**src/rtl/twofish_iter_ctrl_if.sv**
```systemverilog
// Plaintext/key request and ciphertext response handshake for twofish_iter_ctrl.
interface twofish_iter_ctrl_if;
  logic         in_valid;
  logic         in_ready;
  logic [127:0] in_text;
  logic [127:0] in_key;
  logic         out_valid;
  logic         out_ready;
  logic [127:0] out_text;

  modport master (
    output in_valid, in_text, in_key, out_ready,
    input  in_ready, out_valid, out_text
  );

  modport slave (
    input  in_valid, in_text, in_key, out_ready,
    output in_ready, out_valid, out_text
  );
endinterface

```
**src/rtl/twofish_iter_ctrl.sv**
```systemverilog
// Iterative Twofish encrypt sequencer: whitening in-house, rounds on one shared external round unit.
// Build option TWOFISH_FINAL_SWAP_EN: the last round loads un-swapped (Twofish reference ordering).
module twofish_iter_ctrl #(
  parameter int NUM_ROUNDS = 16
) (
  input  logic                clk,
  input  logic                rst,
  twofish_iter_ctrl_if.slave  bus,
  output logic                busy,
  output logic [127:0]        key_q,
  output logic [4:0]          sk_sel,
  input  logic [31:0]         sk0,
  input  logic [31:0]         sk1,
  output logic                rnd_en,
  output logic [31:0]         rnd_r0,
  output logic [31:0]         rnd_r1,
  output logic [31:0]         rnd_r2,
  output logic [31:0]         rnd_r3,
  input  logic [31:0]         rnd_c2,
  input  logic [31:0]         rnd_c3,
  input  logic [31:0]         rnd_o0,
  input  logic [31:0]         rnd_o1
);

  typedef enum logic [2:0] {
    IDLE  = 3'd0,
    IWH0  = 3'd1,
    IWH1  = 3'd2,
    ROUND = 3'd3,
    OWH0  = 3'd4,
    OWH1  = 3'd5,
    DONE  = 3'd6
  } state_t;

  localparam logic [4:0] LAST_CNT = 5'(NUM_ROUNDS - 1);

  state_t       state_q, state_d;
  logic [31:0]  s0_q, s1_q, s2_q, s3_q;
  logic [31:0]  s0_d, s1_d, s2_d, s3_d;
  logic [127:0] key_d;
  logic [4:0]   cnt_q, cnt_d;

  always_ff @(posedge clk or posedge rst) begin
    if (rst) begin
      state_q <= IDLE;
      s0_q    <= '0;
      s1_q    <= '0;
      s2_q    <= '0;
      s3_q    <= '0;
      key_q   <= '0;
      cnt_q   <= '0;
    end else begin
      state_q <= state_d;
      s0_q    <= s0_d;
      s1_q    <= s1_d;
      s2_q    <= s2_d;
      s3_q    <= s3_d;
      key_q   <= key_d;
      cnt_q   <= cnt_d;
    end
  end

  always_comb begin
    state_d = state_q;
    s0_d    = s0_q;
    s1_d    = s1_q;
    s2_d    = s2_q;
    s3_d    = s3_q;
    key_d   = key_q;
    cnt_d   = cnt_q;
    sk_sel  = 5'd0;
    rnd_en  = 1'b0;
    unique case (state_q)
      IDLE: begin
        if (bus.in_valid) begin
          {s0_d, s1_d, s2_d, s3_d} = bus.in_text;
          key_d   = bus.in_key;
          state_d = IWH0;
        end
      end
      IWH0: begin
        sk_sel  = 5'd0;
        s0_d    = s0_q ^ sk0;
        s1_d    = s1_q ^ sk1;
        state_d = IWH1;
      end
      IWH1: begin
        sk_sel  = 5'd1;
        s2_d    = s2_q ^ sk0;
        s3_d    = s3_q ^ sk1;
        cnt_d   = 5'd0;
        state_d = ROUND;
      end
      ROUND: begin
        sk_sel = 5'd4 + cnt_q;
        rnd_en = 1'b1;
        {s0_d, s1_d, s2_d, s3_d} = {rnd_c2, rnd_c3, rnd_o0, rnd_o1};
        if (cnt_q == LAST_CNT) begin
`ifdef TWOFISH_FINAL_SWAP_EN
          {s0_d, s1_d, s2_d, s3_d} = {rnd_o0, rnd_o1, rnd_c2, rnd_c3};
`endif
          // Park the counter at 0 rather than letting it run past the last round.
          cnt_d   = 5'd0;
          state_d = OWH0;
        end else begin
          cnt_d = cnt_q + 5'd1;
        end
      end
      OWH0: begin
        sk_sel  = 5'd2;
        s0_d    = s0_q ^ sk0;
        s1_d    = s1_q ^ sk1;
        state_d = OWH1;
      end
      OWH1: begin
        sk_sel  = 5'd3;
        s2_d    = s2_q ^ sk0;
        s3_d    = s3_q ^ sk1;
        state_d = DONE;
      end
      DONE: begin
        if (bus.out_ready) state_d = IDLE;
      end
      default: state_d = IDLE;
    endcase
  end

  assign bus.in_ready  = (state_q == IDLE);
  assign bus.out_valid = (state_q == DONE);
  assign bus.out_text  = {s0_q, s1_q, s2_q, s3_q};
  assign busy          = (state_q != IDLE);
  assign rnd_r0        = s0_q;
  assign rnd_r1        = s1_q;
  assign rnd_r2        = s2_q;
  assign rnd_r3        = s3_q;

endmodule

```
**src/flat_wrapper.sv**
```systemverilog
// flat-port wrapper written by rule: the top's interface ports become plain ports
module twofish_iter_ctrl_flat 
#(
  parameter int NUM_ROUNDS = 16
)
  (clk, rst, busy, key_q, sk_sel, sk0, sk1, rnd_en, rnd_r0, rnd_r1, rnd_r2, rnd_r3, rnd_c2, rnd_c3, rnd_o0, rnd_o1, bus_in_valid, bus_in_text, bus_in_key, bus_out_ready, bus_in_ready, bus_out_valid, bus_out_text);
  twofish_iter_ctrl_if bus_i ();
  input  logic clk;
  input  logic rst;
  output logic busy;
  output logic [127:0] key_q;
  output logic [4:0] sk_sel;
  input  logic [31:0] sk0;
  input  logic [31:0] sk1;
  output logic rnd_en;
  output logic [31:0] rnd_r0;
  output logic [31:0] rnd_r1;
  output logic [31:0] rnd_r2;
  output logic [31:0] rnd_r3;
  input  logic [31:0] rnd_c2;
  input  logic [31:0] rnd_c3;
  input  logic [31:0] rnd_o0;
  input  logic [31:0] rnd_o1;
  input wire logic [$bits(bus_i.in_valid)-1:0] bus_in_valid;
  input wire logic [$bits(bus_i.in_text)-1:0] bus_in_text;
  input wire logic [$bits(bus_i.in_key)-1:0] bus_in_key;
  input wire logic [$bits(bus_i.out_ready)-1:0] bus_out_ready;
  output wire logic [$bits(bus_i.in_ready)-1:0] bus_in_ready;
  output wire logic [$bits(bus_i.out_valid)-1:0] bus_out_valid;
  output wire logic [$bits(bus_i.out_text)-1:0] bus_out_text;
  assign bus_i.in_valid = bus_in_valid;
  assign bus_i.in_text = bus_in_text;
  assign bus_i.in_key = bus_in_key;
  assign bus_i.out_ready = bus_out_ready;
  assign bus_in_ready = bus_i.in_ready;
  assign bus_out_valid = bus_i.out_valid;
  assign bus_out_text = bus_i.out_text;
  twofish_iter_ctrl #(.NUM_ROUNDS(NUM_ROUNDS)) u_core (.clk(clk), .rst(rst), .bus(bus_i), .busy(busy), .key_q(key_q), .sk_sel(sk_sel), .sk0(sk0), .sk1(sk1), .rnd_en(rnd_en), .rnd_r0(rnd_r0), .rnd_r1(rnd_r1), .rnd_r2(rnd_r2), .rnd_r3(rnd_r3), .rnd_c2(rnd_c2), .rnd_c3(rnd_c3), .rnd_o0(rnd_o0), .rnd_o1(rnd_o1));
endmodule
```
**config.mk**
```make
export PLATFORM = sky130hd
export DESIGN_NAME = twofish_iter_ctrl_flat
export DESIGN_NICKNAME = d
export VERILOG_FILES = /design/src/rtl/twofish_iter_ctrl_if.sv /design/src/rtl/twofish_iter_ctrl.sv /design/src/flat_wrapper.sv
export SDC_FILE = /design/constraint.sdc
export NUM_CORES = 1
export LEC_CHECK = 0
export CAP_MARGIN = 40
export CORE_AREA = 2 2 333 335
export CTS_CLUSTER_DIAMETER = 200
export DETAILED_ROUTE_END_ITERATION = 8
export DIE_AREA = 0 0 335 337
export PLACE_DENSITY = 0.44
export SYNTH_ARGS = -nofsm -noshare
export SYNTH_HDL_FRONTEND = slang
export SYNTH_SLANG_ARGS = --single-unit
```
**constraint.sdc**
```tcl
create_clock -name clk -period 24.8 [get_ports clk]
set_input_delay 4.96 -clock clk [delete_from_list [all_inputs] [get_ports clk]]
set_output_delay 4.96 -clock clk [all_outputs]
set_load 0.1 [all_outputs]
```
Word level (Yosys, flattened, before mapping)
Cells that the tools add are included.
{"block": "totals", "reg_bits": 264, "out_inout_bits": 393, "wordCells": 50}
{"block": "classes", "mux": 16, "n_eq_ne": 10, "add_sub_neg": 2, "n_bitwise": 4, "reduce_logical": 11}
{"op": "32-bit one-hot mux with 3 select lines", "n": 4}
{"op": "32-bit two-way mux", "n": 4}
{"op": "32-bit bitwise XOR", "n": 4}
{"op": "3-bit one-hot mux with 7 select lines", "n": 1}
{"op": "5-bit one-hot mux with 4 select lines", "n": 1}
{"op": "5-bit one-hot mux with 2 select lines", "n": 1}
{"op": "3-bit equality test (second input constant)", "n": 3}
{"op": "3-bit two-way mux", "n": 3}
{"op": "3-bit nonzero test", "n": 3}
{"op": "3-bit by 2-bit equality test with 1-bit output (second input constant)", "n": 2}
{"op": "2-bit AND reduction", "n": 3}
{"op": "3-bit by 5-bit adder with 5-bit output (first input constant)", "n": 1}
{"op": "5-bit by 1-bit adder with 5-bit output (second input constant)", "n": 1}
{"op": "5-bit by 4-bit equality test with 1-bit output (second input constant)", "n": 1}
{"op": "5-bit two-way mux", "n": 1}
{"op": "2-bit != test (second input constant)", "n": 2}
{"op": "2-bit OR reduction", "n": 2}
{"op": "3-bit by 1-bit equality test with 1-bit output (second input constant)", "n": 1}
{"op": "3-bit zero test", "n": 1}
{"op": "3-bit AND reduction", "n": 1}
{"op": "2-bit by 1-bit != test with 1-bit output (second input constant)", "n": 1}
{"op": "2-bit nonzero test", "n": 1}
{"op": "1-bit two-way mux", "n": 1}

Depth between registers and ports, before layout
Gate-level depths: netlist of run 1.
{"block": "logic_depth", "depth_word": 4, "ltp_mapped": 8, "ltp_nobuf": 5}

Least setup slack after synthesis of run 1
Ideal clock, no wire load.
{"block": "synth_timing", "kind": "register -> output", "startpoint": "register u_core.state_q[0]", "endpoint": "output sk_sel[0]", "required_time_ps": 19840, "arrival_time_ps": 3186, "path_stages_with_launch": 7, "path_slack_ps": 16654, "cell_sequence": "dfrtp_1 -> buf_4 -> buf_2 -> inv_1 -> clkbuf_1 -> nor2_1 -> o21ai_0"}
{"block": "synth_via", "elab_chain_cells": 2, "elab_cells_between_ends": 5, "classes_between": "eq/ne (4); mux (1)"}
{"element": "from (decl)", "line": "twofish_iter_ctrl.sv:37", "rtl": "state_t state_q, state_d;"}
{"element": "from (signal assigned)", "line": "twofish_iter_ctrl.sv:53", "rtl": "state_q <= state_d;"}
{"element": "3-bit equality test / 3-bit by 2-bit equality test with 1-bit output (equally long branches)", "line": "twofish_iter_ctrl.sv:73", "rtl": "unique case (state_q)"}
{"element": "5-bit one-hot mux with 4 select lines (*)", "line": "twofish_iter_ctrl.sv:73"}
{"element": "to (decl)", "line": "flat_wrapper.sv:12", "rtl": "output logic [4:0] sk_sel;"}
Every way passes the cells marked *; elsewhere a longest branch is shown, timed or not.

Worst setup path in the final report of run 1
{"block": "layout_timing", "startpoint": "register u_core.state_q[1]", "endpoint": "output sk_sel[0]"}
The elaborated chain is that of the path after synthesis.

==> flow_summary.yaml, run 1 <==
logic_synthesis:
  synthArstFlopShare: 1.00
  synth_warnings: 0
  synth.top_cell.area_share: 0.412
  synth_top_family_by_area: "compound AO/OA/AOI/OAI gates"
  syn_inst: 1675
  synth-simple-area-share: 0.0805
  syn-cell-area_um2: 16000
  avgSynthCellArea_um2: 9.57
  ys_types: 39
  synth_mux_area_frac: 0.131
  synth_commonest_cells: "dfrtp_1, mux2_2, buf_4, o21ai_0, nor2_1"
  ys_seq_elements: 264
  synth-compound-area-share: 0.188
  synthAdderAreaFrac: 0.00156
  synth.area.top_cells: "dfrtp_1, mux2_2, buf_4"
  synth-seq-area-share: 0.412
  synth_xor_area_frac: 0.0694
  netlist.top_cell.by_area: "dfrtp_1"
  synth_nets: 2129
  yosysMostFrequentCell: "dfrtp_1"
  synth_edf_count: 0
  ys.flop_type: "dfrtp_1"
grt:
  overflow: 0
  grt_pass1_vias: 17600
  antenna_found_initial: 11
  grt_max_degree: 71
  grt_pass1_wl_mm: 125
  grt_use_total: 0.152
clock_tree:
  cts_tree: "done"
  root_buffer: "clkbuf_16"
  clk_pin_slew_ps: 60
  h-tree-depth: 2
  ctsHoldBuffers: 0
  cts_sinks: 264
  cts_buffers: 38
  clkLatencyLatePin_ps: 590
  cts_setup_buffers: 0
  ctsLongestPathBuffers: 3
  cts_resized: 0
routing:
  dr_total_vias: 16800
  drc: 0
  wirelength_mm: 90.1
  drt_iter0_drc: 711
  dr.pass1.iters: 5
  antenna_violating_nets_post_route: 0
  wire_per_inst_um: 21.5
  viasPerCell: 4.01
floorplanning:
  core_um2: 110000
  rows: 122
  initial_core_util: 0.146
  die-area_um2: 113000
  die-width_um: 335
  boundaryPins: 845
  die_h_um: 337
worst_setup_path:
  timing.rr.start: "u_core.state_q[2]$_DFFE_PP0P_"
  critical_path_class: "reg -> out"
  arrival_ps: 3710
  worst-path-max-fanout: 55
  endpoint_kind: "output pin"
  crit_start: "u_core.state_q[1]$_DFFE_PP0P_"
  startpoint_type: "register"
  required_ps: 19840
worst_hold_path:
  worstHoldPathType: "reg -> reg"
  min-delay-start: "u_core.key_q[5]$_DFFE_PP0P_"
finish:
  design_area_um2: 33600
  drive_above_1_share: 0.249
  fin_util: 0.306
  synthToLayoutAreaGrowth_pct: 110
  nets: 3175
timing:
  setup_violations: 0
  clock_skew_ps: 17.4
  max_freq_ghz: 0.115
  rsz0062_at_grt: "false"
  period_share: 0.350
  worstMarginPinSlew_ps: 865
  max-slew-margin-rel: 0.423
  period_minus_slack_ps: 8670
  fin_tns_setup_ps: 0
  finalHoldViolations: 0
  drv_slew: 0
flow_run:
  drv_cap: 0
placement:
  place_area_um2: 32200
  place_hpwl_mm: 69.0
  port_buffers: 844
  place_congestion: 0.773
outcome:
  status: "finished, final reports clean"
==> worst max-delay path: stages, from the launching register on <==
cell	delay (ps)
dfrtp_4	840
buf_4	550
buf_12	300
nand2b_4	180
o21ai_0	300
clkdlybuf4s50_1	730
buf_16	210
==> metrics by stage <==
step                      cells  hold WS [ps]  worst slack [ps]
after detailed placement   4107           494             16570
after floorplan            1675           493             12570
final                      4185           503             16130
after global placement     3705           490             16020
after global routing       4180           515             15770
after CTS                  4176           507             15880
==> sequential cells by signal, indices dropped and copies added (netlist names) <==
name,cells
u_core.rnd_r0,32
u_core.rnd_r1,32
u_core.key_q,128
u_core.state_q,3
u_core.cnt_q,5
u_core.rnd_r3,32
u_core.rnd_r2,32
==> routing by layer <==
layer	up-vias	track usage	part of all wire
met3	147	0.0369	0.057
met1	8181	0.177	0.40
li1	7846	-	-
met2	608	0.268	0.51
met4	10	0.0607	0.038
met5	-	0	0.00054
==> kinds of logic after synthesis <==
logic type / Yosys count
compound gates: 480
xor+xnor: 127
fa+ha+maj: 2
buf+inv: 332
flops: 264
mux: 187
simple gates: 283
==> cell usage in the layout, fill, tap and decap left out, types with 22 or more instances in the layout <==
cell and instances:
buf_8 292, o22ai_1 64, buf_16 106, inv_1 70, xor2_1 67, clkdlybuf4s50_1 842
mux2_2 187, clkbuf_16 39, o21ai_0 138, a211o_1 59, o211ai_1 63, nor2_1 127
a31oi_1 64, dfrtp_1 261, xnor2_1 60, a21oi_1 73, nand2_1 66, nand2b_1 65
buf_4 22
==> final timing paths <==
check | slack [ps] | depth (start not counted) | end
hold / removal | 500 | 1 | u_core.key_q[5]$_DFFE_PP0P_
hold reg to reg | 500 | 1 | u_core.key_q[5]$_DFFE_PP0P_
setup reg to reg | 20900 | 8 | u_core.rnd_r3[30]$_DFFE_PP0P_
setup / recovery | 16130 | 6 | sk_sel[0]
max in group asynchronous | 18510 | 4 | u_core.rnd_r2[7]$_DFFE_PP0P_
min in group asynchronous | 4760 | 2 | u_core.key_q[77]$_DFFE_PP0P_
==> layout make-up <==
cell class	instances	area, µm²
diodes	9	22.5
inverters	72	278
well taps	1426	1780
repair buffers	1266	16000
flip-flops and latches	264	6620
clock inverters	12	164
clock buffers	57	1150
multi-input cells	1079	7590
fillers	11100	76000
Power of run 1 is left out: the tool's default activity adds up to more than one toggle a clock period on the data nets, which glitch-free logic cannot reach.
==> run 2, diff against run 1 <==
==> constraint.sdc (replaced) <==
create_clock -name clk -period 8.3 [get_ports clk]
set_input_delay 1.66 -clock clk [delete_from_list [all_inputs] [get_ports clk]]
set_output_delay 1.66 -clock clk [all_outputs]
set_load 0.1 [all_outputs]
==> run 2 against run 1 <==
Compared with the run above:
- routed wire length down 2.6%
- cell area fell by 0.63%
- utilization shrank 0.19 points
- register-to-register slack worse by 17000 ps
- via count about the same
- critical path depth down 1
- clock skew grew 4.3 ps
- setup slack lost 13000 ps
- flip-flop and latch count stayed put
- global-route usage is 0.34 points lower
- worst hold slack worse by 1.6 ps
- count of clock-buffer cells in the layout fell by 4
- critical path type unchanged
- critical endpoint unchanged
==> flow_summary.yaml, run 2 (synthesized netlist as in run 1, its figures left out) <==
clock_tree:
  cts_buffers: 36
  cts_resized: 0
  cts_sinks: 264
  cts_tree: "done"
  ctsLongestPathBuffers: 3
  h-tree-depth: 2
  clkLatencyLatePin_ps: 590
  cts_setup_buffers: 0
  root_buffer: "clkbuf_16"
  clk_pin_slew_ps: 60
  ctsHoldBuffers: 0
worst_setup_path:
  slowest_delay_ps: 670
  slowest_stage: "dfrtp_4"
  startpoint_type: "register"
  crit_chain: "buf_4, nand2b_4, o21ai_0, clkdlybuf4s50_1, buf_8"
  endpoint_kind: "output pin"
  required_ps: 6640
  arrival_ps: 3450
  critical_path_class: "reg -> out"
  r2r_setup_slack_ps: 4250
  worst-path-max-fanout: 58
finish:
  regArea_um2: 6620
  multi_input_comb_area_um2: 7590
  largest_reg_flops: 128
  fillers: 11100
  max_flop_register: "u_core.key_q"
  drive_above_1_share: 0.244
  synthToLayoutAreaGrowth_pct: 108
  layout_common_cells: "clkdlybuf4s50_1, buf_8, dfrtp_1"
  nets: 3166
  final_common_cell: "clkdlybuf4s50_1"
routing:
  wire_per_inst_um: 21.0
  dr_total_vias: 16800
  drc: 0
  wirelength_mm: 87.8
  antenna_violating_nets_post_route: 0
  drt_iter0_drc: 720
  viasPerCell: 4.02
  dr.pass1.iters: 5
floorplanning:
  die-width_um: 335
  boundaryPins: 845
  initial_core_util: 0.146
  rows: 122
  core_um2: 110000
  die-area_um2: 113000
  die_h_um: 337
grt:
  grt_max_degree: 129
  met2_usage: 0.262
  grt_use_total: 0.149
  gr-max-usage-layer: "met2"
  antenna_found_initial: 20
  grt_pass1_vias: 18000
  grt_pass1_wl_mm: 124
  grt_util_met1: 0.169
  grtUsageMet3: 0.0397
  overflow: 0
outcome:
  status: "finished, final reports clean"
flow_run:
  drv_cap: 0
timing:
  finalHoldViolations: 0
  clock_skew_ps: 21.7
  max_freq_ghz: 0.196
  rsz0062_at_grt: "false"
  period_share: 0.616
  setup_ws_ps: 3190
  drv_slew: 0
  worstMarginPinSlew_ps: 839
  setup_violations: 0
  max-slew-margin-rel: 0.441
  period_minus_slack_ps: 5110
  fin_tns_setup_ps: 0
placement:
  place_hpwl_mm: 66.7
  place_congestion: 0.776
  port_buffers: 844
  post-place-ws_ps: 3670
worst_hold_path:
  worstHoldPathType: "reg -> reg"
==> run 2: changes by cell type in the layout (fill, tap and decap cells not counted), sizes merged <==
cell / before / now
inv: 74 / 72
buf: 424 / 420
clkdlybuf4s50: 842 / 839
clkinv: 6 / 4
bufinv: 3 / 1
clkbuf: 57 / 53
diode: 9 / 12
==> run 2: path summary, 6_finish.rpt <==
path,startpoint,endpoint,cells past startpoint
setup / recovery,u_core.state_q[2]$_DFFE_PP0P_,sk_sel[0],5
hold / removal,u_core.key_q[63]$_DFFE_PP0P_,u_core.key_q[63]$_DFFE_PP0P_,1
setup reg to reg,u_core.state_q[2]$_DFFE_PP0P_,u_core.rnd_r2[14]$_DFFE_PP0P_,7
hold reg to reg,u_core.key_q[63]$_DFFE_PP0P_,u_core.key_q[63]$_DFFE_PP0P_,1
max in group asynchronous,rst,u_core.rnd_r3[16]$_DFFE_PP0P_,4
min in group asynchronous,rst,u_core.key_q[37]$_DFFE_PP0P_,3
==> run 2: per-layer routing <==
layer / wire (µm) / vias up
li1: - / 7822
met1: 33700 / 8149
met2: 45000 / 648
met3: 5600 / 157
met4: 3410 / 10
met5: 73 / -
==> run 2: worst max-delay path: cells and delay by family, from the launching register on <==
| family | cells | cell delay, ps |
|---|---|---|
| compound gates | 1 | 190 |
| flops | 1 | 670 |
| buf+inv | 3 | 1300 |
| simple gates | 1 | 650 |
==> run 2: cell type report <==
| type | instances | share of cell area |
|---|---|---|
| Antenna cell | 12 | 0.000900 |
| Clock buffer | 53 | 0.0307 |
| Clock inverter | 6 | 0.00255 |
| Inverter | 72 | 0.00825 |
| Multi-Input combinational cell | 1079 | 0.227 |
| Sequential cell | 264 | 0.198 |
| Tap cell | 1426 | 0.0535 |
| Timing Repair Buffer | 1259 | 0.478 |
==> run 2: through the flow <==
step	instance area, µm²	util	hold WS [ps]	instances
after global placement	24900	0.227	489	3707
final	33400	0.304	502	4171
after floorplan	16000	-	493	1675
after global routing	33400	0.304	514	4168
after detailed placement	32200	0.294	494	4100
after CTS	33300	0.304	507	4159
Power of run 2 is left out for the same reason.
==> run 3, diff against run 2 <==
--- a/config.mk
+++ b/config.mk
@@ -10,7 +10,7 @@
 export CTS_CLUSTER_DIAMETER = 200
 export DETAILED_ROUTE_END_ITERATION = 8
 export DIE_AREA = 0 0 335 337
-export PLACE_DENSITY = 0.44
+export PLACE_DENSITY = 0.45
 export SYNTH_ARGS = -nofsm -noshare
 export SYNTH_HDL_FRONTEND = slang
 export SYNTH_SLANG_ARGS = --single-unit
==> constraint.sdc (replaced) <==
create_clock -name clk -period 4.1 [get_ports clk]
set_input_delay 0.82 -clock clk [delete_from_list [all_inputs] [get_ports clk]]
set_output_delay 0.82 -clock clk [all_outputs]
set_load 0.1 [all_outputs]
==> run 3 against run 2 <==
Compared with the run above:
- non-clock buffer count down 4
- clock skew down 4.1 ps
- cell count unchanged
- utilization down 0.12 points
- routed wire length up 1.0%
- setup slack worse by 2500 ps
- critical endpoint is now sk_sel[1]
- count of clock-buffer cells in the layout up 1
- register-to-register slack worse by 3200 ps
- die area unchanged
- sequential share of layout area up 0.077 points
==> flow_summary.yaml, run 3 (synthesized netlist as in run 1, its figures left out) <==
flow_run:
  drv_cap: 0
routing:
  drt_iter0_drc: 646
  drc: 0
  wirelength_mm: 88.7
  dr_total_vias: 16800
  wire_per_inst_um: 21.3
  viasPerCell: 4.03
  antenna_violating_nets_post_route: 0
  dr.pass1.iters: 5
clock_tree:
  root_buffer: "clkbuf_16"
  clkLatencyLatePin_ps: 580
  ctsHoldBuffers: 0
  clk_pin_slew_ps: 60
  h-tree-depth: 2
  cts_resized: 0
  cts_buffers: 37
  cts_setup_buffers: 0
  ctsLongestPathBuffers: 3
  cts_tree: "done"
  cts_sinks: 264
timing:
  fin_tns_setup_ps: 0
  finalHoldViolations: 0
  setup_ws_ps: 653
  period_share: 0.841
  clock_skew_ps: 17.6
  max-slew-margin-rel: 0.394
  max_freq_ghz: 0.290
  worstMarginPinSlew_ps: 909
  period_minus_slack_ps: 3450
  setup_violations: 0
  drv_slew: 0
  whs_ps: 501
  rsz0062_at_grt: "false"
finish:
  synthToLayoutAreaGrowth_pct: 107
  max_flop_register: "u_core.key_q"
  drive_above_1_share: 0.249
  final_common_cell: "clkdlybuf4s50_1"
  largest_reg_flops: 128
  nets: 3163
  layout_common_cells: "clkdlybuf4s50_1, buf_8, dfrtp_1"
floorplanning:
  boundaryPins: 845
  initial_core_util: 0.146
  die_h_um: 337
  core_um2: 110000
  die-width_um: 335
  die-area_um2: 113000
  rows: 122
worst_hold_path:
  holdPathStages: 1
  worstHoldPathType: "reg -> reg"
  min-delay-start: "u_core.key_q[33]$_DFFE_PP0P_"
  timing.hold.worst_endpoint: "u_core.key_q[33]$_DFFE_PP0P_"
worst_setup_path:
  timing.rr.end: "u_core.rnd_r3[11]$_DFFE_PP0P_"
  critical_path_class: "reg -> out"
  required_ps: 3280
  ff2ff_path_depth: 4
  timing.rr.start: "u_core.state_q[1]$_DFFE_PP0P_"
  endpoint_kind: "output pin"
  startpoint_type: "register"
  r2r_setup_slack_ps: 1040
  arrival_ps: 2630
  worst-path-max-fanout: 67
grt:
  overflow: 0
  grt_pass1_vias: 17800
  grt_max_degree: 129
  grt_pass1_wl_mm: 126
  grt_use_total: 0.151
  antenna_found_initial: 13
placement:
  post-place-ws_ps: 917
  port_buffers: 844
  place_hpwl_mm: 67.8
  place_congestion: 0.787
outcome:
  status: "finished, final reports clean"
-- run 3: changes by cell type in the layout (fill, tap and decap cells not counted), moves of 2 or more --
| cell | change |
|---|---|
| clkbuf_8 | +2 |
| buf_16 | -13 |
| clkinvlp_4 | +2 |
| clkinv_2 | +3 |
| buf_8 | +3 |
| clkbuf_1 | -3 |
| buf_4 | +9 |
| clkdlybuf4s50_1 | -7 |
| diode_2 | -4 |
| buf_12 | +4 |
| clkbuf_16 | +2 |
-- run 3: area by class of cell --
| type | instances | area [µm²] |
|---|---|---|
| clock buffers | 54 | 1090 |
| flip-flops and latches | 264 | 6620 |
| well taps | 1426 | 1780 |
| inverters | 72 | 275 |
| clock inverters | 13 | 135 |
| multi-input cells | 1079 | 7590 |
| fillers | 11100 | 76400 |
| repair buffers | 1255 | 15700 |
| diodes | 8 | 20.0 |
-- run 3: layer usage --
layer  GRT usage  share of wire
met5           0        0.00029
met4      0.0489          0.028
met3      0.0328          0.058
met2       0.270           0.52
met1       0.179           0.40
-- run 3: worst max-delay path by stage --
stage / from / to / slack, ps / cells after the start
after floorplan: rst / u_core.cnt_q[0]$_DFFE_PP0P_ / -200 / 1
after global placement: u_core.state_q[1]$_DFFE_PP0P_ / u_core.rnd_r3[19]$_DFFE_PP0P_ / 990 / 4
after detailed placement: u_core.state_q[1]$_DFFE_PP0P_ / u_core.rnd_r3[17]$_DFFE_PP0P_ / 920 / 4
after CTS: u_core.state_q[1]$_DFFE_PP0P_ / sk_sel[1] / 560 / 5
after global routing: u_core.state_q[1]$_DFFE_PP0P_ / sk_sel[1] / 430 / 5
final: u_core.state_q[1]$_DFFE_PP0P_ / sk_sel[1] / 650 / 5
-- run 3: through the flow --
stage	cell area, µm²	util	instances
2_1_floorplan	16000	-	1675
3_3_place_gp	25000	0.228	3713
3_5_place_dp	32000	0.292	4096
4_1_cts	33200	0.303	4163
5_1_grt	33200	0.303	4168
6_report	33200	0.303	4171
-- run 3: critical path: stages (launching register included) --
cell,delay (ps)
dfrtp_4,640
buf_4,600
nand2_1,180
inv_1,200
a22o_1,220
buf_12,190
Power of run 3 is left out for the same reason.
